==> config.mk <==
export PLATFORM = sky130hd
export DESIGN_NAME = reservation_station
export DESIGN_NICKNAME = d
export VERILOG_FILES = /design/src/rtl/reservation_station.sv
export SDC_FILE = /design/constraint.sdc
export NUM_CORES = 2
export LEC_CHECK = 0
export CORE_MARGIN = 1
export CORE_UTILIZATION = 55
export CTS_CLUSTER_DIAMETER = 40
export DETAILED_ROUTE_END_ITERATION = 10
export PLACE_DENSITY = 0.81
export SYNTH_ARGS = -nofsm -noshare
export SYNTH_HDL_FRONTEND = slang
export SYNTH_SLANG_ARGS = --single-unit
==> constraint.sdc <==
create_clock -name clk_i -period 4.5 [get_ports clk_i]
set_clock_uncertainty 0.1 [all_clocks]
set_input_delay 0.9 -clock clk_i [delete_from_list [all_inputs] [get_ports clk_i]]
set_output_delay 0.9 -clock clk_i [all_outputs]
set_load 0.005 [all_outputs]
==> src/rtl/reservation_station.sv <==
// Single reservation station: age-ordered entry store with completion-bus wakeup
// and oldest-ready issue into a valid/ready issue register.
module reservation_station #(
  parameter int unsigned ROBsize    = 8,
  parameter int unsigned ROBsizeLog = $clog2(ROBsize + 1),
  parameter int unsigned RSdepth    = 4
) (
  input  logic                            clk_i,
  input  logic                            reset_i,
  input  logic                            writeEn_i,
  input  logic [ROBsizeLog-1:0]           ROBTag_i,
  input  logic [ROBsizeLog-1:0]           ROBTag1_i,
  input  logic [ROBsizeLog-1:0]           ROBTag2_i,
  input  logic [64:0]                     ROBval1_i,
  input  logic [64:0]                     ROBval2_i,
  input  logic [9:0]                      commands_i,
  output logic                            stall_o,
  input  logic                            completionValid_i,
  input  logic [ROBsizeLog-1:0]           completionRSROBTag_i,
  input  logic [64:0]                     completionRSROBval_i,
  output logic                            issueValid_o,
  input  logic                            issueReady_i,
  output logic [ROBsizeLog-1:0]           issueROBTag_o,
  output logic [63:0]                     issueVal1_o,
  output logic [63:0]                     issueVal2_o,
  output logic [9:0]                      issueCommands_o,
  output logic [$clog2(RSdepth+1)-1:0]    count_o
);

  localparam int unsigned TW = ROBsizeLog;
  localparam int unsigned CW = $clog2(RSdepth + 1);
  localparam int unsigned IW = $clog2(RSdepth);
  localparam int unsigned VW = 64;

  typedef struct packed {
    logic [TW-1:0] tag;
    logic [TW-1:0] tag1;
    logic [VW-1:0] val1;
    logic [TW-1:0] tag2;
    logic [VW-1:0] val2;
    logic [9:0]    cmd;
  } rs_entry_t;

  // Bit 64 of every value bus is not part of the datapath.
  logic unused_val_msb;
  assign unused_val_msb = ^{ROBval1_i[64], ROBval2_i[64], completionRSROBval_i[64]};

  // Capture a completing value into any operand still waiting on that tag.
  function automatic rs_entry_t wake(input rs_entry_t e, input logic cv,
                                     input logic [TW-1:0] ct, input logic [VW-1:0] cval);
    rs_entry_t r;
    r = e;
    if (cv && (e.tag1 != '0) && (e.tag1 == ct)) begin
      r.tag1 = '0;
      r.val1 = cval;
    end
    if (cv && (e.tag2 != '0) && (e.tag2 == ct)) begin
      r.tag2 = '0;
      r.val2 = cval;
    end
    return r;
  endfunction

  logic [RSdepth-1:0] valid_q;
  rs_entry_t          ent_q [RSdepth];

  logic [RSdepth:0]   valid_x;
  rs_entry_t          ent_w [RSdepth+1];
  rs_entry_t          new_ent;
  logic [RSdepth-1:0] valid_d;
  rs_entry_t          ent_d [RSdepth];
  logic               cand_found;
  logic [IW-1:0]      cand_idx;
  logic               load;
  logic               wr;
  logic [CW-1:0]      surv_cnt;
  logic [CW-1:0]      count_d;

  // Candidate selection, wakeup, removal/compaction and append.
  always_comb begin
    cand_found = 1'b0;
    cand_idx   = '0;
    for (int i = RSdepth - 1; i >= 0; i--) begin
      if (valid_q[i] && (ent_q[i].tag1 == '0) && (ent_q[i].tag2 == '0)) begin
        cand_found = 1'b1;
        cand_idx   = IW'(i);
      end
    end

    load = cand_found && (!issueValid_o || issueReady_i);
    wr   = writeEn_i && !stall_o;

    valid_x[RSdepth] = 1'b0;
    ent_w[RSdepth]   = '0;
    for (int i = 0; i < RSdepth; i++) begin
      valid_x[i] = valid_q[i];
      ent_w[i]   = wake(ent_q[i], completionValid_i, completionRSROBTag_i,
                        completionRSROBval_i[VW-1:0]);
    end

    new_ent.tag  = ROBTag_i;
    new_ent.tag1 = ROBTag1_i;
    new_ent.val1 = ROBval1_i[VW-1:0];
    new_ent.tag2 = ROBTag2_i;
    new_ent.val2 = ROBval2_i[VW-1:0];
    new_ent.cmd  = commands_i;
    new_ent      = wake(new_ent, completionValid_i, completionRSROBTag_i,
                        completionRSROBval_i[VW-1:0]);

    surv_cnt = count_o - CW'(load);
    count_d  = surv_cnt + CW'(wr);

    for (int i = 0; i < RSdepth; i++) begin
      if (load && (IW'(i) >= cand_idx)) begin
        valid_d[i] = valid_x[i+1];
        ent_d[i]   = ent_w[i+1];
      end else begin
        valid_d[i] = valid_x[i];
        ent_d[i]   = ent_w[i];
      end
      if (wr && (CW'(i) == surv_cnt)) begin
        valid_d[i] = 1'b1;
        ent_d[i]   = new_ent;
      end
    end
  end

  // Entry store, occupancy and full flag.
  always_ff @(posedge clk_i or negedge reset_i) begin
    if (!reset_i) begin
      valid_q <= '0;
      count_o <= '0;
      stall_o <= 1'b0;
      for (int i = 0; i < RSdepth; i++) ent_q[i] <= '0;
    end else begin
      valid_q <= valid_d;
      count_o <= count_d;
      stall_o <= (count_d == CW'(RSdepth));
      for (int i = 0; i < RSdepth; i++) ent_q[i] <= ent_d[i];
    end
  end

  // Issue register: refills whenever empty or being consumed.
  always_ff @(posedge clk_i or negedge reset_i) begin
    if (!reset_i) begin
      issueValid_o    <= 1'b0;
      issueROBTag_o   <= '0;
      issueVal1_o     <= '0;
      issueVal2_o     <= '0;
      issueCommands_o <= '0;
    end else if (load) begin
      issueValid_o    <= 1'b1;
      issueROBTag_o   <= ent_q[cand_idx].tag;
      issueVal1_o     <= ent_q[cand_idx].val1;
      issueVal2_o     <= ent_q[cand_idx].val2;
      issueCommands_o <= ent_q[cand_idx].cmd;
    end else if (issueReady_i) begin
      issueValid_o    <= 1'b0;
    end
  end

endmodule

==> metrics.md <==
| Metric | Value |
|---|---|
| Status | `completed` |
| Reg clk slew, reported paths | `0.05 ns` |
| Synth cell types | `60` |
| Synthesis-to-finish area growth | `20.6%` |
| Num CTS Buffers | `~120` |
| Port bufs | `369` |
| Pre-CTS setup slack | `0.0883 ns` |
| CP Data Required Time | `4.93 ns` |
| Max Buffers Root-to-Sink | `3` |
| Antenna violations before repair | `26` |
| Post-Layout Inst Area | `roughly 53000 sq um` |
| Synth Register Bits | `751` |
| Max-cap violations | `0` |
| Setup WS post-layout | `0.401 ns` |
| Iteration count of the initial detailed-routing pass | `7` |
| Register area share after synthesis | `43.1%` |
| Area after DPL | `48400 sq um` |
| Post-layout min period | `4.10 ns` |
| Worst-Margin Slew | `approximately 1.2 ns` |
| VDD IR-drop max | `roughly 1100 uV` |
| Starting Density | `56.0%` |
| # IOs | `373` |
| First-pass GRT wire length | `264000 microns` |
| Critical Path Source Type | `register` |
| DR DRC count | `0` |
| Commonest non-fill, non-tap cells in the layout | `751 x dfrtp_1, 654 x nor3_1, 406 x nand2_1, 384 x a211oi_1, 368 x clkdlybuf4s50_1` |
| Via density | `7.50` |
| Final Cycle Share | `91.1%` |
| Setup TNS | `0 ns` |
| Share of layout cells above drive strength 1 | `8.38%` |
| H-tree Lvls | `3` |
| Final Setup Violations | `0` |
| Slowest CP cell | `buf_4` |
| CP Cell Sequence | `nor3_1 -> buf_4 -> nand3_4 -> buf_4 -> buf_4 -> nand4_1 -> buf_12 -> o21ai_0 -> o21ai_0` |
| Root buffer cell | `clkbuf_16` |
| Syn nets | `5043` |
| Fin. max-slew vios | `0` |
| Post-synth ARST share | `100%` |
| Total Power | `approximately 0.039 W` |
| Full die area | `around 80000 sq um` |
| Commonest non-fill, non-tap cell in the layout | `dfrtp_1` |
| Pwr dens | `between 700 and 800 nW/um^2` |
| Die Height | `284 microns` |
| Most frequent CP cell | `buf_4` |
| RSZ-0062 raised after global routing | `false` |
| CP Max Fanout | `81` |
| Cts hold-fix bufs | `0` |
| Gpl congestion | `0.918` |
| Core area | `approximately 78000 sq um` |
| Gr usage total | `41.7%` |
| Layout Nets | `~5000` |
| Final hold violations | `0` |
| FP Rows | `roughly 100` |
| Crit end category | `register` |
| Die Width | `284 microns` |
| Synth Instances | `just under 5000` |
| CTS tree | `built` |
| Max Clk Rate | `between 200 and 250 MHz` |
| CP peak stage delay | `a little over 0.9 ns` |
| Routed wire length | `173000 microns` |
| Drt wl/cell | `~29 microns` |
| DRT iter0 DRCs | `7306` |
| Critical path class | `register to register` |
| Max-slew headroom | `21.2%` |
| Min-delay worst type | `input pin to asynchronous set/reset pin` |
| Synth Area per Inst | `9.07 sq um` |
| Yosys Warn Count | `0` |
| Post-Syn Area | `43700 sq um` |
| Vias in the first global route | `45300` |
| Post-cts sizing count | `0` |
| Largest net degree at the start of global routing | `128` |
| Ys flop type | `dfrtp_1` |
| Lkg Pwr | `about 22 nW` |
| Worst-Skew Late Latency | `~0.69 ns` |
| Worst-case reg-to-reg path depth | `9` |
| Post-CTS Setup Inserts | `0` |
| Clock sink total | `751` |
| Post-DP HPWL | `roughly 96000 microns` |
| Post-route antenna net violation count | `0` |
| Crit path DAT | `4.53 ns` |
| DR vias | `45100` |
| Number of synthesized flops with an enable pin | `0` |
| Total gr overflow | `0` |
-- cells by family after synthesis --
kind of cell,synth area share [%]
AO/OA/AOI/OAI,25.9
buffers and inverters,5.62
flip-flops,43.1
XOR/XNOR,0.699
multiplexers,6.19
adder cells (fa/ha/maj),0.115
AND/OR/NAND/NOR,18.5
-- path summary, 6_finish.rpt --
kind,endpoint,slack [ns],from
worst max-delay path,issueVal2_o[27]$_DFFE_PN0N_,0.40,ent_q[375]$_DFF_PN0_
worst min-delay path,issueVal2_o[53]$_DFFE_PN0N_,0.11,reset_i
worst max register to register,issueVal2_o[27]$_DFFE_PN0N_,0.40,ent_q[375]$_DFF_PN0_
worst min register to register,ent_q[487]$_DFFE_PN0P_,0.38,ent_q[487]$_DFFE_PN0P_
max in group asynchronous,ent_q[284]$_DFF_PN0_,3.03,reset_i
min in group clk_i,ent_q[487]$_DFFE_PN0P_,0.38,ent_q[487]$_DFFE_PN0P_
-- layer usage --
layer | up-vias | track usage (%) | wire length (microns)
met5 | - | 0 | 13
met4 | 2 | 26.3 | 9940
met3 | 888 | 15.2 | 27000
met2 | 3989 | 60.1 | 74400
met1 | 21500 | 52.8 | 61400
li1 | 18700 | - | -
-- cells in the mapped netlist (112+ instances only) --
cell type | number | area share [%]
mux2i_1 | 270 | 6.2
and3_1 | 271 | 3.9
nand2_1 | 410 | 3.5
a211oi_1 | 385 | 6.6
o31ai_1 | 128 | 2.2
o21ai_0 | 357 | 4.1
a21boi_0 | 128 | 2.2
o221ai_1 | 142 | 2.8
nor3_1 | 654 | 7.5
o41ai_1 | 112 | 2.2
clkbuf_1 | 420 | 3.6
buf_2 | 132 | 1.5
or3_1 | 143 | 2.0
dfrtp_1 | 751 | 43
a2111oi_0 | 128 | 2.6
-- metrics by stage --
step                      utilization, %  hold slack [ns]  std cells
after floorplan                        -            0.344       4813
after global placement              62.1            0.355       5777
after detailed placement            62.1            0.361       5777
after CTS                           67.5            0.143       5993
after global routing                67.5            0.160       6016
final                               67.5            0.107       6018
-- final cells by class --
class	count	area, sq um
Sequential cell	751	18800
Multi-Input combinational cell	3468	22700
Timing Repair Buffer	513	5660
Clock buffer	138	3140
Antenna cell	25	62.6
Fill cell	5913	25300
Tap cell	1040	1300
Clock inverter	78	1020
Inverter	5	18.8
-- worst max-delay path: cells and delay by family (launching register included) --
kind	cells	cell delay (ns)
buffers and inverters	4	2.35
AOI/OAI and AO/OA	2	0.39
and+or+nand+nor	3	0.61
DFF	1	0.42
-- power breakdown --
group	leakage [nW]	internal, W	switching [W]
sequential	9.19	0.00987	0.00225
clock	2.02	0.00611	0.00357
combinational	10.9	0.00677	0.0109
-- state kept, by name, summed over array words and instances (netlist names) --
name and cells:
stall_o 1, issueVal1_o 64, count_o 3, valid_q 4
issueROBTag_o 4, issueVal2_o 64, issueCommands_o 10, ent_q 600
issueValid_o 1
Note: power is estimated with default switching activity, not from simulation.
